**config.mk**
```make
export PLATFORM = sky130hd
export DESIGN_NAME = note_sequencer
export DESIGN_NICKNAME = d
export VERILOG_FILES = /design/src/rtl/note_sequencer.sv
export SDC_FILE = /design/constraint.sdc
export NUM_CORES = 1
export LEC_CHECK = 0
export CORE_AREA = 10 10 114 116
export DETAILED_ROUTE_END_ITERATION = 6
export DIE_AREA = 0 0 124 126
export PLACE_DENSITY_LB_ADDON = 0.08
export SLEW_MARGIN = 10
export SYNTH_ARGS = -nofsm -noshare
export SYNTH_HDL_FRONTEND = slang
export SYNTH_SLANG_ARGS = --single-unit
```
**constraint.sdc**
```tcl
create_clock -name clk -period 6.85 [get_ports clk]
set_input_delay 0.685 -clock clk [delete_from_list [all_inputs] [get_ports clk]]
set_output_delay 0.685 -clock clk [all_outputs]
set_load 0.01 [all_outputs]
```
**src/rtl/note_sequencer.sv**
```systemverilog
// Plays the 16 note slots in order 1..15, 0 and drives a square-wave tone for each note.
// Latency: note word captured 3 clocks after slot fetch; each slot takes 3+NOTE_TICKS+GAP_TICKS clocks.
// Backpressure: none; start is ignored while busy, and stop aborts to idle on the next edge.
module note_sequencer #(
    parameter int unsigned NOTE_TICKS = 12_500_000,
    parameter int unsigned GAP_TICKS  = 500_000
) (
    input  logic        clk,
    input  logic        reset,
    input  logic        start,
    input  logic        stop,
    input  logic        loop,
    output logic [3:0]  rd_addr,
    input  logic [5:0]  rd_data,
    output logic [5:0]  note_out,
    input  logic [31:0] half_period,
    output logic        audio_out,
    output logic        busy,
    output logic [3:0]  slot,
    output logic        done
);

    typedef enum logic [2:0] {
        S_IDLE,
        S_FETCH,
        S_WAIT,
        S_LATCH,
        S_PLAY,
        S_GAP
    } state_t;

    localparam logic [31:0] NOTE_LAST = 32'(NOTE_TICKS - 1);
    localparam logic [31:0] GAP_LAST  = 32'(GAP_TICKS - 1);

    state_t      state;
    state_t      state_nxt;
    logic [31:0] dur_cnt;
    logic [31:0] tone_cnt;
    logic [31:0] hp_reg;
    logic        play_last;
    logic        gap_last;

    assign slot = rd_addr;

    // State register.
    always_ff @(posedge clk) begin
        if (reset) begin
            state <= S_IDLE;
        end else begin
            state <= state_nxt;
        end
    end

    // Next-state logic and status decode; stop wins over every other transition.
    always_comb begin
        state_nxt = state;
        busy      = (state != S_IDLE);
        play_last = (dur_cnt == NOTE_LAST);
        gap_last  = (dur_cnt == GAP_LAST);
        case (state)
            S_IDLE:  if (start) state_nxt = S_FETCH;
            S_FETCH: state_nxt = S_WAIT;
            S_WAIT:  state_nxt = S_LATCH;
            S_LATCH: state_nxt = S_PLAY;
            S_PLAY:  if (play_last) state_nxt = S_GAP;
            S_GAP: begin
                if (gap_last) begin
                    if (rd_addr != 4'd0 || loop) begin
                        state_nxt = S_FETCH;
                    end else begin
                        state_nxt = S_IDLE;
                    end
                end
            end
            default: state_nxt = S_IDLE;
        endcase
        if (stop) begin
            state_nxt = S_IDLE;
        end
    end

    // Datapath: address sequencing, note capture, duration timing and tone generation.
    always_ff @(posedge clk) begin
        if (reset || stop) begin
            rd_addr   <= 4'd0;
            note_out  <= 6'd0;
            audio_out <= 1'b0;
            hp_reg    <= 32'd0;
            dur_cnt   <= 32'd0;
            tone_cnt  <= 32'd0;
            done      <= 1'b0;
        end else begin
            done <= 1'b0;
            case (state)
                S_IDLE: begin
                    if (start) begin
                        rd_addr <= 4'd1;
                    end
                end
                S_LATCH: begin
                    note_out <= rd_data;
                    dur_cnt  <= 32'd0;
                end
                S_PLAY: begin
                    // First PLAY edge freezes the half period so later changes are ignored.
                    if (dur_cnt == 32'd0) begin
                        hp_reg    <= half_period;
                        tone_cnt  <= 32'd0;
                        audio_out <= 1'b0;
                    end else if (hp_reg == 32'd0 || note_out[3:0] == 4'd0) begin
                        tone_cnt  <= 32'd0;
                        audio_out <= 1'b0;
                    end else if (tone_cnt == hp_reg - 32'd1) begin
                        tone_cnt  <= 32'd0;
                        audio_out <= ~audio_out;
                    end else begin
                        tone_cnt <= tone_cnt + 32'd1;
                    end
                    if (play_last) begin
                        dur_cnt   <= 32'd0;
                        tone_cnt  <= 32'd0;
                        audio_out <= 1'b0;
                    end else begin
                        dur_cnt <= dur_cnt + 32'd1;
                    end
                end
                S_GAP: begin
                    audio_out <= 1'b0;
                    if (gap_last) begin
                        dur_cnt <= 32'd0;
                        if (rd_addr != 4'd0) begin
                            rd_addr <= rd_addr + 4'd1;
                        end else if (loop) begin
                            rd_addr <= 4'd1;
                        end else begin
                            // Natural end of pass: return to idle values.
                            rd_addr  <= 4'd0;
                            note_out <= 6'd0;
                            hp_reg   <= 32'd0;
                            tone_cnt <= 32'd0;
                            done     <= 1'b1;
                        end
                    end else begin
                        dur_cnt <= dur_cnt + 32'd1;
                    end
                end
                default: begin
                end
            endcase
        end
    end

endmodule

```
# == Yosys cells after proc, flatten, opt, wreduce, memory -nomap -nowiden ==
# Index checks and enable logic that the tools add are counted.
# totals
regBits,111
latch_bits,0
ramBits,0
romBits,0
inputBits,43
output_inout_bits,17
elab_cells,84
mem_count,0
# op_classes
add_sub_neg,4
mul,0
div_mod_pow,0
n_lt_le_gt_ge,0
n_eq_ne,15
shift,0
n_mux,33
bitwise_logic,3
reduce_logical,21
# op_table
op,count
32-bit 2-to-1 mux,10
32-bit one-hot mux with 2 select lines,2
32-bit one-hot mux with 3 select lines,1
"32-bit by 1-bit adder with 32-bit output, second input constant",2
32-bit zero test,2
"32-bit by 19-bit equality test with 1-bit output, second input constant",1
"32-bit by 24-bit equality test with 1-bit output, second input constant",1
32-bit equality test,1
"32-bit by 1-bit subtractor with 32-bit output, second input constant",1
6-bit 2-to-1 mux,3
3-bit one-hot mux with 6 select lines,1
4-bit 2-to-1 mux,3
"2-bit inequality test, second input constant",6
6-bit one-hot mux with 2 select lines,1
3-bit 2-to-1 mux,3
4-bit one-hot mux with 2 select lines,1
4-bit AND reduction,2
1-bit 2-to-1 mux,7
"3-bit by 2-bit equality test with 1-bit output, second input constant",2
"3-bit equality test, second input constant",2
3-bit AND reduction,2
2-bit nonzero test,3
3-bit nonzero test,2
"5-bit inequality test, second input constant",1
other kinds (12),16

# == Longest topological paths before layout ==
# Gate-level depths: netlist (run 1).
# logic_depth
ltp_word,7
mapped_depth,12
mapped_depth_nobuf,10

# == Worst setup path after synthesis (run 1) ==
# Ideal clock, no wire load.
# synth_path
path_kind,register -> register
start,register hp_reg[0]
end,register tone_cnt[2]
setup_ns,0.133
arrival_time_ns,2.677
required_time_ns,6.717
slack_ns,4.040
path_stages_with_launch,13
path_buffers,2
synth_period_minus_slack_ns,2.810
path_cell_list,dfxtp_1 inv_1 ha_1 or4b_2 clkbuf_1 nor4_1 xnor2_1 o21ai_0 nor4_1 nand4_2 a21oi_2 buf_2 nor4_1
# synth_between
elab_chain_len,7
elab_cells_between_ends,9
cone_classes,add/sub: 1; eq/ne: 1; mux: 5; reduce/logical: 2
# synth_rtl
element,line_no,rtl
start: declaration,39,logic [31:0] hp_reg;
start signal: assignment,107,hp_reg <= half_period;
32-bit by 1-bit subtractor with 32-bit output,113,end else if (tone_cnt == hp_reg - 32'd1) begin
32-bit equality test,113,
32-bit 2-to-1 mux,113,
32-bit 2-to-1 mux (*),110,end else if (hp_reg == 32'd0 || note_out[3:0] == 4'd0) begin
32-bit 2-to-1 mux (*),106,if (dur_cnt == 32'd0) begin
32-bit 2-to-1 mux (*),119,if (play_last) begin
32-bit one-hot mux with 2 select lines (*),94,case (state)
end signal: assignment,117,tone_cnt <= tone_cnt + 32'd1;
end: declaration,38,logic [31:0] tone_cnt;
# Mark *: on every way between the ends. The rest lies on a longest branch, timed or not.
# A chain may end at the register's enable or synchronous reset.

# == Worst setup path in the final report (run 1) ==
# layout_path
start,register hp_reg[0]
end,register tone_cnt[8]
# The elaborated chain is that of the path after synthesis.

==> impl_metrics.csv, run 1 <==
group,metric,value,unit
pwr,power_density,158.4,nW/um^2
cells_and_area,regArea,2222,um^2
clocking,cts.sinks,111,
cells_and_area,fin_nets,873,
cells_and_area,area_delta_synth_final,12.89,%
clocking,cts_buffers,9,
global_route,grt_pass1_vias,5502,
timing,min_period,3.868,ns
timing,hold_viol,0,
synth,synth_top_area_share,35.32,%
global_route,grt_max_degree,48,
synth,syn_area,6291,um^2
clocking,post_cts_resized,0,
synth,synth_edf_count,0,
clocking,cts_tree,"yes",
synth,synth_seq_area_share,35.32,%
detailed_routing,drc,0,
floorplanning,coreArea,10700,um^2
cells_and_area,fillers,938,
synth,syn_nets,849,
setup_path,end_kind,"flip-flop",
cells_and_area,final_cell_mix,"dfxtp_1, nor2_1, nand2_1",
setup_path,start_kind,"flip-flop",
clocking,cts_max_level,3,
timing,fmax,258.5,MHz
setup_path,cp_common_cell,"nor4_1",
floorplanning,initial_core_util,58.81,%
timing,final_max_slew_viol_count,0,
synth,yosysTopAreaCell,"dfxtp_1",
setup_path,ff2ff_path_depth,11,
timing,slew_headroom,21.73,%
cells_and_area,multi_input_area,3796,um^2
timing,fin_crit_sh,56.47,%
timing,tns,0,ns
floorplanning,ios,60,
placement,gp_congestion,0.8847,
clocking,worst_skew_pair.late_latency,0.39,ns
setup_path,path_class,"reg2reg",
clocking,cts.reportedPaths.clkPinSlew,0.10,ns
placement,port_buffers,59,
timing,grt_setup_unrepaired,"no",
setup_path,cp_slowest_cell,"or4b_2",
synth,avgSynthCellArea,7.864,um^2
floorplanning,rows,38,
timing,fin_skew,0.01409,ns
detailed_routing,first_iter_violations,422,
cells_and_area,layout_commonest_cell,"dfxtp_1",
setup_path,crit_family,"simple AND/OR/NAND/NOR gates",
synth,async_reset_ff_share,0,%
global_route,grt_pass1_wl,26720,um
timing,worst_pin_slew,1.171,ns
setup_path,crit_path_max_incr_delay,0.81,ns
synth,synth_flop_cell,"dfxtp_1",
worst_hold_path,hold_depth,2,
global_route,grt_antenna_before_repair,0,
outcome,status,"complete, no violations",
detailed_routing,detail_route.wl_per_cell,16.86,um
setup_path,rr_startpoint,"hp_reg[0]",
synth,ys_seq_elements,111,
timing,whs,0.5026,ns
floorplanning,fp.dieArea,15620,um^2
placement,hpwl,12150,um
clocking,hold_buffers,0,
detailed_routing,drtAntennaViolNets,0,
cells_and_area,drive_gt1_share,5.790,%
synth,yosys.cell_types.count,66,
cells_and_area,antenna_cells,0,
clocking,clock_path_buffers,2,
setup_path,crit_start,"hp_reg[0]",
synth,ys_warn_count,0,
job,cap_violations,0,
synth,synthTopCellsByArea,"dfxtp_1, xor2_1, xnor2_1",
setup_path,required,7.09,ns
floorplanning,fp.dieW,124,um
clocking,cts_root_buffer,"clkbuf_8",
setup_path,reg2reg_slack,2.98,ns
global_route,track_usage,20.63,%
pwr,irDropWorstVdd,0.2242,mV
setup_path,crit_chain,"inv_1, ha_1, or4b_2, nor4_1, xnor2_1, o21ai_0, nor4_1, nand4_2, a21oi_2, buf_4, nor3_1",
cells_and_area,fin_util,66.39,%
worst_hold_path,worstHoldStart,"hp_reg[31]",
timing,setup_viol,0,
detailed_routing,routed_wl,16340,um
detailed_routing,drtPass1Iterations,5,
global_route,grt.overflow.total,0,
setup_path,cp_max_fo,20,
floorplanning,die_y,126,um
setup_path,crit_buf_inv,2,
worst_hold_path,hp-class,"reg2reg",
synth,synth_cells,800,
setup_path,path_depth,11,
pwr,p_leak,2.458,nW
clocking,cts_setup_buffers,0,
detailed_routing,vias,5924,
setup_path,cp_data_arrival_time,4.11,ns
detailed_routing,avgViaCountPerCell,6.114,
## power by group
part,internal [W],switching (W),total (W),leakage [nW]
registers,0.000646,0.00000183,0.000648,0.894
clock network,0.000188,0.000239,0.000428,0.112
logic,0.0000282,0.0000211,0.0000493,1.45
## routing by layer
metal	share of wire, %	track usage, %	vias up
met1	43	25.32	2808
met4	2.4	7.114	0
met3	4.8	4.692	35
li1	-	-	2916
met2	50	34.49	165
met5	0	0	-
## cells by family (layout without fill, tap and decap cells)
family          count (synthesis)  in the layout  synth area share, %
fa+ha+maj                       6              6                1.193
flops                         111            111                35.32
mux                             3              3               0.5767
simple gates                  405            405                34.25
compound gates                114            114                11.28
buf+inv                        68             97                4.435
xor+xnor                       93             93                12.95
## synth_stat cells, types with 3 or more instances
cell type and instances:
a221oi_1 3, buf_4 4, nand2b_1 5, or3_1 5, nand3b_1 3, nor4_1 27
nor3_1 42, o21ai_0 16, o22ai_1 3, nand4_1 29, a21boi_0 3, nor4_2 3
xor2_1 48, and3_1 22, a22oi_1 8, a31oi_1 4, and4_1 4, nand3_1 59
buf_2 6, nor4b_1 3, ha_1 6, or4b_2 4, nand2_1 67, inv_1 17
xnor2_1 45, clkbuf_1 40, nor3b_1 9, or2_2 7, a21oi_1 50, or4_1 8
nor2_1 90, o31ai_1 4, dfxtp_1 111, o31a_1 3
## cell type report
| type | instances | share of cell area (%) |
|---|---|---|
| Sequential cell | 111 | 31.29 |
| Clock buffer | 10 | 1.938 |
| Tap cell | 140 | 2.467 |
| Clock inverter | 6 | 1.110 |
| Timing Repair Buffer | 64 | 8.844 |
| Multi-Input combinational cell | 621 | 53.45 |
| Inverter | 17 | 0.8985 |
## stage by stage
step	instance area, um^2	setup WS, ns	cells	power (W)
4_1_cts	7102	3.010	969	0.001139
5_1_grt	7102	2.703	969	0.001173
2_1_floorplan	6291	4.040	800	0.0006809
6_report	7102	2.982	969	0.001125
3_3_place_gp	6885	3.121	953	0.0007108
3_5_place_dp	6885	3.036	953	0.0007115
## tightest hold or removal path: stages, from the launching register on
cell and delay (ns):
dfxtp_1 0.35, nand2_1 0.06, a21oi_1 0.05
## path summary, 6_finish.rpt
kind                                     to
worst max-delay path            tone_cnt[8]
worst min-delay path             hp_reg[31]
worst max register to register  tone_cnt[8]
worst min register to register   hp_reg[31]
(Power assumes the default switching activity.)
==> run 2, diff against run 1 <==
- CORE_AREA: 10 10 114 116 -> 10 10 116 118
- DIE_AREA: 0 0 124 126 -> 0 0 126 128
- clock period: 6.85 -> 4 ns (I/O delays scaled with it)
==> impl_metrics.csv, run 2 (synthesized netlist as in run 1, its figures left out) <==
group,metric,value,unit
outcome,status,"complete, no violations",
placement,gp_congestion,0.9277,
cells_and_area,layout_commonest_cell,"dfxtp_1",
setup_path,reg2reg_slack,0.38,ns
floorplanning,coreArea,11220,um^2
clocking,cts_buffers,9,
cells_and_area,area_delta_synth_final,14.70,%
setup_path,crit_chain,"inv_1, ha_1, or4b_2, nor4_1, xnor2_1, o21ai_0, nor4_1, nand4_2, a21oi_2, buf_4, nor4_1",
global_route,grt_pass1_wl,28070,um
global_route,grt_pass1_vias,5756,
clocking,cts.sinks,111,
job,cap_violations,0,
pwr,p_leak,2.502,nW
global_route,grt.overflow.total,0,
cells_and_area,fin_nets,876,
setup_path,end_kind,"flip-flop",
detailed_routing,routed_wl,16760,um
setup_path,rr_startpoint,"hp_reg[0]",
detailed_routing,drc,0,
detailed_routing,vias,5979,
timing,tns,0,ns
pwr,p_sw_share,22.07,%
setup_path,cp_common_cell,"nor4_1",
detailed_routing,detail_route.wl_per_cell,17.21,um
global_route,grt_antenna_before_repair,0,
pwr,power_density,292.6,nW/um^2
detailed_routing,avgViaCountPerCell,6.139,
placement,place_inst,959,
timing,slew_headroom,36.28,%
timing,worst_pin_slew,0.9558,ns
timing,fin_skew,0.01310,ns
floorplanning,die_y,128,um
setup_path,crit_path_max_incr_delay,0.80,ns
worst_hold_path,hold_depth,2,
pwr,p_switching,0.0004660,W
timing,min_period,3.618,ns
clocking,cts_tree,"yes",
cells_and_area,drive_gt1_share,6.017,%
floorplanning,rows,39,
pwr,power_frac_clock,43.5,%
pwr,irDropWorstVdd,0.3245,mV
clocking,cts_setup_buffers,0,
setup_path,cp_slowest_cell,"or4b_2",
timing,fmax,276.4,MHz
detailed_routing,drtAntennaViolNets,0,
global_route,track_usage,20.44,%
clocking,clock_path_buffers,2,
worst_hold_path,worstHoldStart,"hp_reg[31]",
cells_and_area,final_cells,974,
placement,port_buffers,59,
timing,final_max_slew_viol_count,0,
setup_path,start_kind,"flip-flop",
setup_path,cp_data_arrival_time,3.82,ns
clocking,cts.reportedPaths.clkPinSlew,0.07,ns
setup_path,crit_buf_inv,2,
setup_path,required,4.20,ns
floorplanning,fp.dieArea,16130,um^2
clocking,cts_root_buffer,"clkbuf_16",
timing,hold_viol,0,
clocking,cts_max_level,3,
timing,setup_viol,0,
placement,hpwl,12240,um
floorplanning,initial_core_util,56.05,%
clocking,hold_buffers,0,
cells_and_area,antenna_cells,0,
clocking,post_cts_resized,0,
worst_hold_path,hp-class,"reg2reg",
floorplanning,fp.dieW,126,um
timing,fin_crit_sh,90.45,%
floorplanning,ios,60,
setup_path,cp_max_fo,30,
pwr,power.internal,0.001646,W
setup_path,crit_family,"simple AND/OR/NAND/NOR gates",
pwr,comb_power_share,4.0,%
pwr,seqPwrFrac,52.5,%
detailed_routing,drtPass1Iterations,5,
pwr,p_total,0.002112,W
detailed_routing,first_iter_violations,533,
global_route,grt_max_degree,50,
timing,grt_setup_unrepaired,"no",
worst_hold_path,min_to,"hp_reg[31]",
setup_path,path_class,"reg2reg",
setup_path,timing.rr.end,"tone_cnt[2]",
setup_path,ff2ff_path_depth,11,
clocking,worst_skew_pair.late_latency,0.36,ns
cells_and_area,final_cell_mix,"dfxtp_1, nor2_1, nand2_1",
[run 2: cell types whose count changed in the layout (fill, tap and decap cells not counted), sizes merged]
cell	before	now
buf	5	8
clkbuf	10	9
clkinv	0	1
clkinvlp	0	2
inv	22	19
[run 2: layout make-up]
class                           count  area, um^2
Clock inverter                      6       78.83
Fill cell                        1015        4008
Clock buffer                        9       225.2
Inverter                           17       63.81
Sequential cell                   111        2222
Timing Repair Buffer               67       650.6
Multi-Input combinational cell    621        3796
Tap cell                          143       178.9
[run 2: stage by stage]
| step | util [%] | area, um^2 | setup slack (ns) | hold WS, ns |
|---|---|---|---|---|
| 4_1_cts | 64.29 | 7216 | 0.4186 | 0.4973 |
| 6_report | 64.29 | 7216 | 0.3819 | 0.4951 |
| 3_3_place_gp | 61.58 | 6912 | 0.5809 | 0.4801 |
| 2_1_floorplan | - | 6291 | 1.190 | 0.4563 |
| 5_1_grt | 64.29 | 7216 | 0.1483 | 0.5278 |
| 3_5_place_dp | 61.58 | 6912 | 0.4422 | 0.4876 |
[run 2: power by group through the flow]
stage	Sequential [W]	Combinational, W	Clock [W]
floorplan	0.00113	0.0000330	0
global placement	0.00113	0.0000832	0
detailed placement	0.00113	0.0000850	0
CTS	0.00111	0.0000854	0.000933
global route	0.00111	0.0000909	0.000981
finish	0.00111	0.0000851	0.000918
[run 2: per-layer routing]
layer  track usage (%)  up-vias  part of all wire, %
li1                  -     2923                    -
met5                 0        -                    0
met4             8.104        0                  2.9
met1             24.02     2788                   43
met3             4.839       57                  5.2
met2             35.15      211                   49
[run 2: worst register-to-register path, stage by stage (launching register included)]
cell     delay (ns)
dfxtp_1        0.36
inv_1          0.07
ha_1           0.38
or4b_2         0.80
nor4_1         0.29
xnor2_1        0.17
o21ai_0        0.10
nor4_1         0.36
nand4_2        0.27
a21oi_2        0.19
buf_4          0.32
nor4_1         0.13
[run 2: how the worst max path moves through the flow]
stage                     cells past startpoint           to       from  slack (ns)
after detailed placement                     11  tone_cnt[2]  hp_reg[0]        0.44
after global placement                       11  tone_cnt[7]  hp_reg[0]        0.58
after CTS                                    11  tone_cnt[2]  hp_reg[0]        0.42
after global routing                         11  tone_cnt[2]  hp_reg[0]        0.15
after floorplan                              12  tone_cnt[2]  hp_reg[0]        1.19
final                                        11  tone_cnt[2]  hp_reg[0]        0.38
